**src/rtl/ram_dma_copier.sv**
```systemverilog
// Word-by-word memory copier driving one port of a byte-addressed RAM.
// Each word is read (combinational RAM read) and then written, gated by gnt_i.
module ram_dma_copier #(
    parameter int MEM_WIDTH = 1048576,
    parameter int LEN_WIDTH = 16,
    localparam int AW = $clog2(MEM_WIDTH)
) (
    input  logic                 clk,
    input  logic                 reset_n,
    input  logic                 start_i,
    input  logic [AW-1:0]        src_i,
    input  logic [AW-1:0]        dst_i,
    input  logic [LEN_WIDTH-1:0] len_i,
    input  logic                 abort_i,
    input  logic                 gnt_i,
    output logic                 mem_en_o,
    output logic [3:0]           mem_we_o,
    output logic [AW-1:0]        mem_addr_o,
    output logic [31:0]          mem_data_o,
    input  logic [31:0]          mem_data_i,
    output logic                 busy_o,
    output logic                 done_o,
    output logic                 err_o,
    output logic [LEN_WIDTH-1:0] count_o,
    output logic [1:0]           state_o
);

    typedef enum logic [1:0] {IDLE, READ, WRITE, DONE} state_t;

    state_t               state, state_nxt;
    logic [AW-1:0]        src_q, dst_q;
    logic [LEN_WIDTH-1:0] rem_q, count_q;
    logic [31:0]          buf_q;
    logic                 err_q;
    logic                 misaligned, start_ok, word_done;

    // Handshake: an access is presented whenever mem_en_o is high and takes
    // effect only on an edge where gnt_i is high; otherwise it is held unchanged.
    assign misaligned = (src_i[1:0] != 2'b00) || (dst_i[1:0] != 2'b00);
    assign start_ok   = (state == IDLE) && start_i && !misaligned && (len_i != '0);
    assign word_done  = (state == WRITE) && gnt_i;

    always_comb begin
        state_nxt = state;
        case (state)
            IDLE: begin
                if (start_i && !misaligned) begin
                    state_nxt = (len_i == '0) ? DONE : READ;
                end
            end
            READ: begin
                if (abort_i)    state_nxt = IDLE;
                else if (gnt_i) state_nxt = WRITE;
            end
            WRITE: begin
                // Abort wins, but a granted write still commits at this edge.
                if (abort_i)    state_nxt = IDLE;
                else if (gnt_i) state_nxt = (rem_q == LEN_WIDTH'(1)) ? DONE : READ;
            end
            DONE:    state_nxt = IDLE;
            default: state_nxt = IDLE;
        endcase
    end

    always_comb begin
        mem_en_o   = 1'b0;
        mem_we_o   = 4'h0;
        mem_addr_o = '0;
        mem_data_o = '0;
        case (state)
            READ: begin
                mem_en_o   = 1'b1;
                mem_addr_o = src_q;
            end
            WRITE: begin
                mem_en_o   = 1'b1;
                mem_we_o   = 4'hF;
                mem_addr_o = dst_q;
                mem_data_o = buf_q;
            end
            default: ;
        endcase
    end

    assign busy_o  = (state != IDLE);
    assign done_o  = (state == DONE);
    assign err_o   = err_q;
    assign count_o = count_q;
    assign state_o = state;

    always_ff @(posedge clk or negedge reset_n) begin
        if (!reset_n) state <= IDLE;
        else          state <= state_nxt;
    end

    always_ff @(posedge clk or negedge reset_n) begin
        if (!reset_n) begin
            src_q   <= '0;
            dst_q   <= '0;
            rem_q   <= '0;
            count_q <= '0;
            buf_q   <= '0;
            err_q   <= 1'b0;
        end else begin
            err_q <= (state == IDLE) && start_i && misaligned;
            if (start_ok) begin
                src_q   <= src_i;
                dst_q   <= dst_i;
                rem_q   <= len_i;
                count_q <= '0;
            end
            if ((state == READ) && gnt_i && !abort_i) begin
                buf_q <= mem_data_i;
            end
            // Addresses wrap silently at the top of the RAM.
            if (word_done) begin
                src_q   <= src_q + AW'(4);
                dst_q   <= dst_q + AW'(4);
                rem_q   <= rem_q - LEN_WIDTH'(1);
                count_q <= count_q + LEN_WIDTH'(1);
            end
        end
    end

endmodule

```
**config.mk**
```make
export PLATFORM = sky130hd
export DESIGN_NAME = ram_dma_copier
export DESIGN_NICKNAME = d
export VERILOG_FILES = /design/src/rtl/ram_dma_copier.sv
export SDC_FILE = /design/constraint.sdc
export NUM_CORES = 1
export LEC_CHECK = 0
export BUFFER_PORTS_ARGS = -buffer_cell sky130_fd_sc_hd__buf_2
export CORE_MARGIN = 8
export CORE_UTILIZATION = 50
export CTS_CLUSTER_DIAMETER = 40
export DETAILED_ROUTE_END_ITERATION = 7
export PLACE_DENSITY_LB_ADDON = 0.15
export SLEW_MARGIN = 20
export SYNTH_ARGS = -nofsm -noshare
export SYNTH_HDL_FRONTEND = slang
export SYNTH_SLANG_ARGS = --single-unit
```
**constraint.sdc**
```tcl
create_clock -name clk -period 4.9 [get_ports clk]
set_clock_uncertainty 0.05 [all_clocks]
set_input_delay 0.98 -clock clk [delete_from_list [all_inputs] [get_ports clk]]
set_output_delay 0.98 -clock clk [all_outputs]
set_load 0.01 [all_outputs]
```
Word-level counts from Yosys, hierarchy flattened
Cells that the tools add are included.

storage, ports and cells
  output and inout bits = 78
  register bits = 107
  input bits = 93

cells by class
  multiplexer cells = 20
  eq/ne operators = 7
  add/sub/neg operators = 4
  reductions and logical operators = 20

operator list
  kind                                                                    number
  20-bit 2-to-1 mux                                                       4
  16-bit 2-to-1 mux                                                       4
  20-bit by 3-bit adder with 20-bit output, second input constant         2
  20-bit one-hot mux with 2 select lines                                  1
  32-bit 2-to-1 mux                                                       1
  16-bit by 1-bit adder with 16-bit output, second input constant         1
  16-bit by 1-bit equality test with 1-bit output, second input constant  1
  16-bit zero test                                                        1
  16-bit nonzero test                                                     1
  16-bit by 1-bit subtractor with 16-bit output, second input constant    1
  2-bit 2-to-1 mux                                                        7
  1-bit logical AND                                                       8
  2-bit one-hot mux with 4 select lines                                   1
  2-bit nonzero test                                                      4
  3-bit inequality test, second input constant                            2
  2-bit equality test, second input constant                              2
  4-bit 2-to-1 mux                                                        1
  3-bit AND reduction                                                     1
  2-bit by 1-bit equality test with 1-bit output, second input constant   1
  1-bit zero test                                                         2
  2-bit zero test                                                         1
  2-bit inequality test, second input constant                            1
  2-bit OR reduction                                                      1
  1-bit logical OR                                                        1
  1-bit 2-to-1 mux                                                        1

Longest topological paths before layout
  word-level depth = 7
  mapped depth = 9
  gate-level depth less buffers = 7

Worst setup path before layout
No wires, ideal clock.

  path type = register to output
  from = reg state[0], in the netlist state_o[0]
  to = out mem_addr_o[11]
  setup slack = 2110 ps
  arrival = 1760 ps
  data required time = 3870 ps
  stages on the path, launching flop included = 7
  cells stage by stage = dfrtp_1 > inv_1 > ha_1 > clkbuf_1 > buf_1 > a22oi_1 > nor2b_1

on the way
  cells in the longest elaborated chain, start to end = 2

RTL lines
  element                                                                                RTL line  RTL
  start: declaration                                                                     30        state_t state, state_nxt;
  start signal: assignment                                                               93        else state <= state_nxt;
  2-bit equality test or 2-bit by 1-bit equality test with 1-bit output (tied branches)  70        case (state)
  20-bit one-hot mux with 2 select lines *                                               70
  end: declaration                                                                       18        output logic [AW-1:0] mem_addr_o,

Every way passes the cells marked *; elsewhere a longest branch is shown, timed or not.

Final worst setup path
  from = reg state[0], in the netlist state_o[0]
  to = reg src_q[10]

on the way
  cells in the longest elaborated chain, start to end = 5

RTL lines
  element                              RTL line  RTL
  2-bit zero test                      40        assign start_ok = (state == IDLE) && start_i && !misaligned && (len_i != '0);
  1-bit logical AND (3 in series)      40
  2-bit nonzero test (no source line)  n/a
  end signal: assignment               107       src_q <= src_i;
  end signal: assignment               117       src_q <= src_q + AW'(4);
  end: declaration                     31        logic [AW-1:0] src_q, dst_q;

Parallel ways exist; a longest one is shown, timed or not.
A chain may end at the register's enable or synchronous reset.

==> results_dict.tcl <==
set metrics [dict create \
    fin_crit_sh_pct 69.9 \
    hp-start "rem_q[6]$_DFFE_PN0P_" \
    final_core_util_pct 61.9 \
    ys_seq_area_share_pct 45.6 \
    syn_to_final_growth_pct 20.5 \
    die_y_um 124 \
    clockBufferDepth 2 \
    finalNetCount 885 \
    avgSynthCellArea_um2 9.28 \
    antenna_left 0 \
    dieArea_mm2 0.0155 \
    synth-edff-count 0 \
    hold_end "rem_q[6]$_DFFE_PN0P_" \
    critPathSlowestCell "ha_2" \
    vias 5465 \
    clock.fmax_mhz 292 \
    startpoint "state_o[0]$_DFFE_PN0P_" \
    core_mm2 0.0114 \
    cts_tree "yes" \
    syn_nets 735 \
    ys_types 56 \
    maxSlewViolCount 0 \
    synth_top_family_by_area "simple AND/OR/NAND/NOR gates" \
    postSynth.asyncResetShare_pct 100 \
    io_buffer_count 170 \
    drive_gt1_share_pct 29.7 \
    r2r_cells 8 \
    yosys_warnings 0 \
    routed_wl_um 16900 \
    cp_cell_sequence "inv_1, ha_2, and2_1, buf_4, and3_1, nand3_1, xor2_1, o21ai_0" \
    synthMuxAreaShare_pct 6.31 \
    outcome "completed" \
    r2r_slack_ps 1470 \
    route.detailed.drc 0 \
    synth_fa_ha_area_share_pct 2.13 \
    synth-compound-area-share_pct 18.9 \
    synth-xor-area-share_pct 0.149 \
    clk_latency_ps 350 \
    startpoint_type "flip-flop" \
    post-dp-hpwl_um 12300 \
    max_stage_delay_ps 870 \
    postCtsHoldBufs 0 \
    synth_most_common_cell "dfrtp_1" \
    grt_usage_pct 21.6 \
    path_clk_slew_ps 70 \
    hold_viol 0 \
    drt_iter0_drc 376 \
    routed_via_density 5.87 \
    num_rows 39 \
    endpoint_kind "flip-flop" \
    yosysTopAreaCell "dfrtp_1" \
    multi_input_comb_area_mm2 0.00299 \
    root_buffer "clkbuf_16" \
    maxSlewHeadroom_pct 32.9 \
    syn_inst 632 \
    power.density_mw_per_mm2 537 \
    fin_crit_ps 3430 \
    gp_congestion 0.874 \
    rr_endpoint "src_q[10]$_DFFE_PN0P_" \
    synth-simple-area-share_pct 23.3 \
    holdPathStages 1 \
    overflow 0 \
    maxCapViolCount 0 \
    cts_resized 0 \
    seqCellArea_mm2 0.00268 \
    cts_max_level 3 \
    critPathRequiredTime_ps 5110 \
    cts.sinks 107 \
    timing.rr.start "state_o[0]$_DFFE_PN0P_" \
    synthTopCellsByArea "dfrtp_1, mux2_2, and2_1" \
    syn_area_mm2 0.00587 \
    ys_top_cells_by_count "dfrtp_1, nand2_1, nor2_1, a21oi_1" \
    setup_viol 0 \
    antenna_found_initial 2 \
    setup_tns_ps 0 \
    grt_pass1_vias 5522 \
    synthFlopType "dfrtp_1" \
    hp-class "reg2reg" \
    rsz0062_at_grt "no" \
    path_class "reg2reg" \
    ir_drop_uv 284 \
    grt_pass1_wl_um 27700 \
    ios 171 \
    grt_max_degree 80 \
    post_cts_buffers 0 \
    worst_slew_pin_slew_ps 1010 \
    fillers 996 \
    initial_core_util_pct 51.4 \
    numCtsBuffers 9 \
    cp.arrival_ps 3640 \
    synth_top_area_share_pct 45.6 \
    p_leak_uw 0.00328 \
    yosys_register_bits 107 \
    p_total_uw 3790 \
    first_pass_iters 5 \
    crit_path_max_fanout 62 \
    die_w_um 124 \
    wl_per_cell_um 18.2 \
]
[metrics by stage]
stage / cell area [µm²] / setup slack (ps) / hold slack, ps / cells
after global routing: 7070 / 1170 / 441 / 931
after CTS: 7060 / 1430 / 434 / 930
after floorplan: 5870 / 2110 / 391 / 632
after global placement: 6790 / 1580 / 409 / 914
final: 7070 / 1470 / 433 / 931
after detailed placement: 6790 / 1470 / 418 / 914
[cells by family after synthesis]
family,count (synthesis)
mux,33
compound gates,169
simple gates,264
fa+ha+maj,10
buf+inv,48
flops,107
xor+xnor,1
[cells in the final DEF, fill, tap and decap left out, types with 3 or more instances in the layout]
cell	instances
clkbuf_16	9
o32ai_1	3
nor2_1	47
a31oi_1	8
ha_1	9
a22oi_1	20
a311oi_1	4
buf_2	169
o22a_1	3
or3_1	3
o21a_1	3
buf_4	7
and3_1	13
nor3_1	17
nand4_1	13
nor2b_1	22
nor4_1	12
a21oi_1	42
o22ai_1	8
nand3_1	28
inv_1	10
and4_1	3
o31ai_1	3
nand2_1	55
mux2_2	32
a211oi_1	9
clkbuf_1	3
dfrtp_1	107
and2_1	41
o21ai_0	41
o221a_2	5
[worst max-delay path by stage]
stage	to	slack [ps]	cells after the start
floorplan	mem_addr_o[11]	2110	6
global placement	dst_q[15]$_DFFE_PN0P_	1580	6
detailed placement	src_q[10]$_DFFE_PN0P_	1470	8
CTS	mem_addr_o[11]	1430	5
global route	src_q[18]$_DFFE_PN0P_	1170	8
finish	src_q[10]$_DFFE_PN0P_	1470	8
[sequential cells by signal, summed over array words and instances (netlist names)]
signal	flops
src_q	20
state_o	2
rem_q	16
count_o	16
err_o	1
buf_q	32
dst_q	20
[final cells by class]
class / count / share of cell area [%]
sequential: 107 / 37.9
inverter: 10 / 0.531
multi-input combinational: 477 / 42.3
clock inverter: 2 / 0.142
tap: 143 / 2.53
timing repair buffer: 177 / 12.9
antenna: 1 / 0.0354
clock buffer: 14 / 3.74
[worst max-delay path: cells and delay by family, from the launching register on]
kind / cells / cell delay (ps)
AOI/OAI and AO/OA: 1 / 170
buffers and inverters: 2 / 600
DFF: 1 / 420
and+or+nand+nor: 3 / 1070
adders and majority gates: 1 / 870
xor gates and xnor gates: 1 / 150
[power by group]
group	total [µW]	internal, µW	switching [µW]
registers	1580	1240	341
clock network	695	372	322
logic	1520	695	823
total	3790	2310	1490
[metal layers]
metal	global-route usage (%)	wire length, µm	up-vias
li1	-	-	2625
met1	27.2	7430	2596
met2	35.1	8000	217
met3	4.47	1120	25
met4	9.21	340	2
met5	0	10	-
Power figures use the tool's default switching activity.
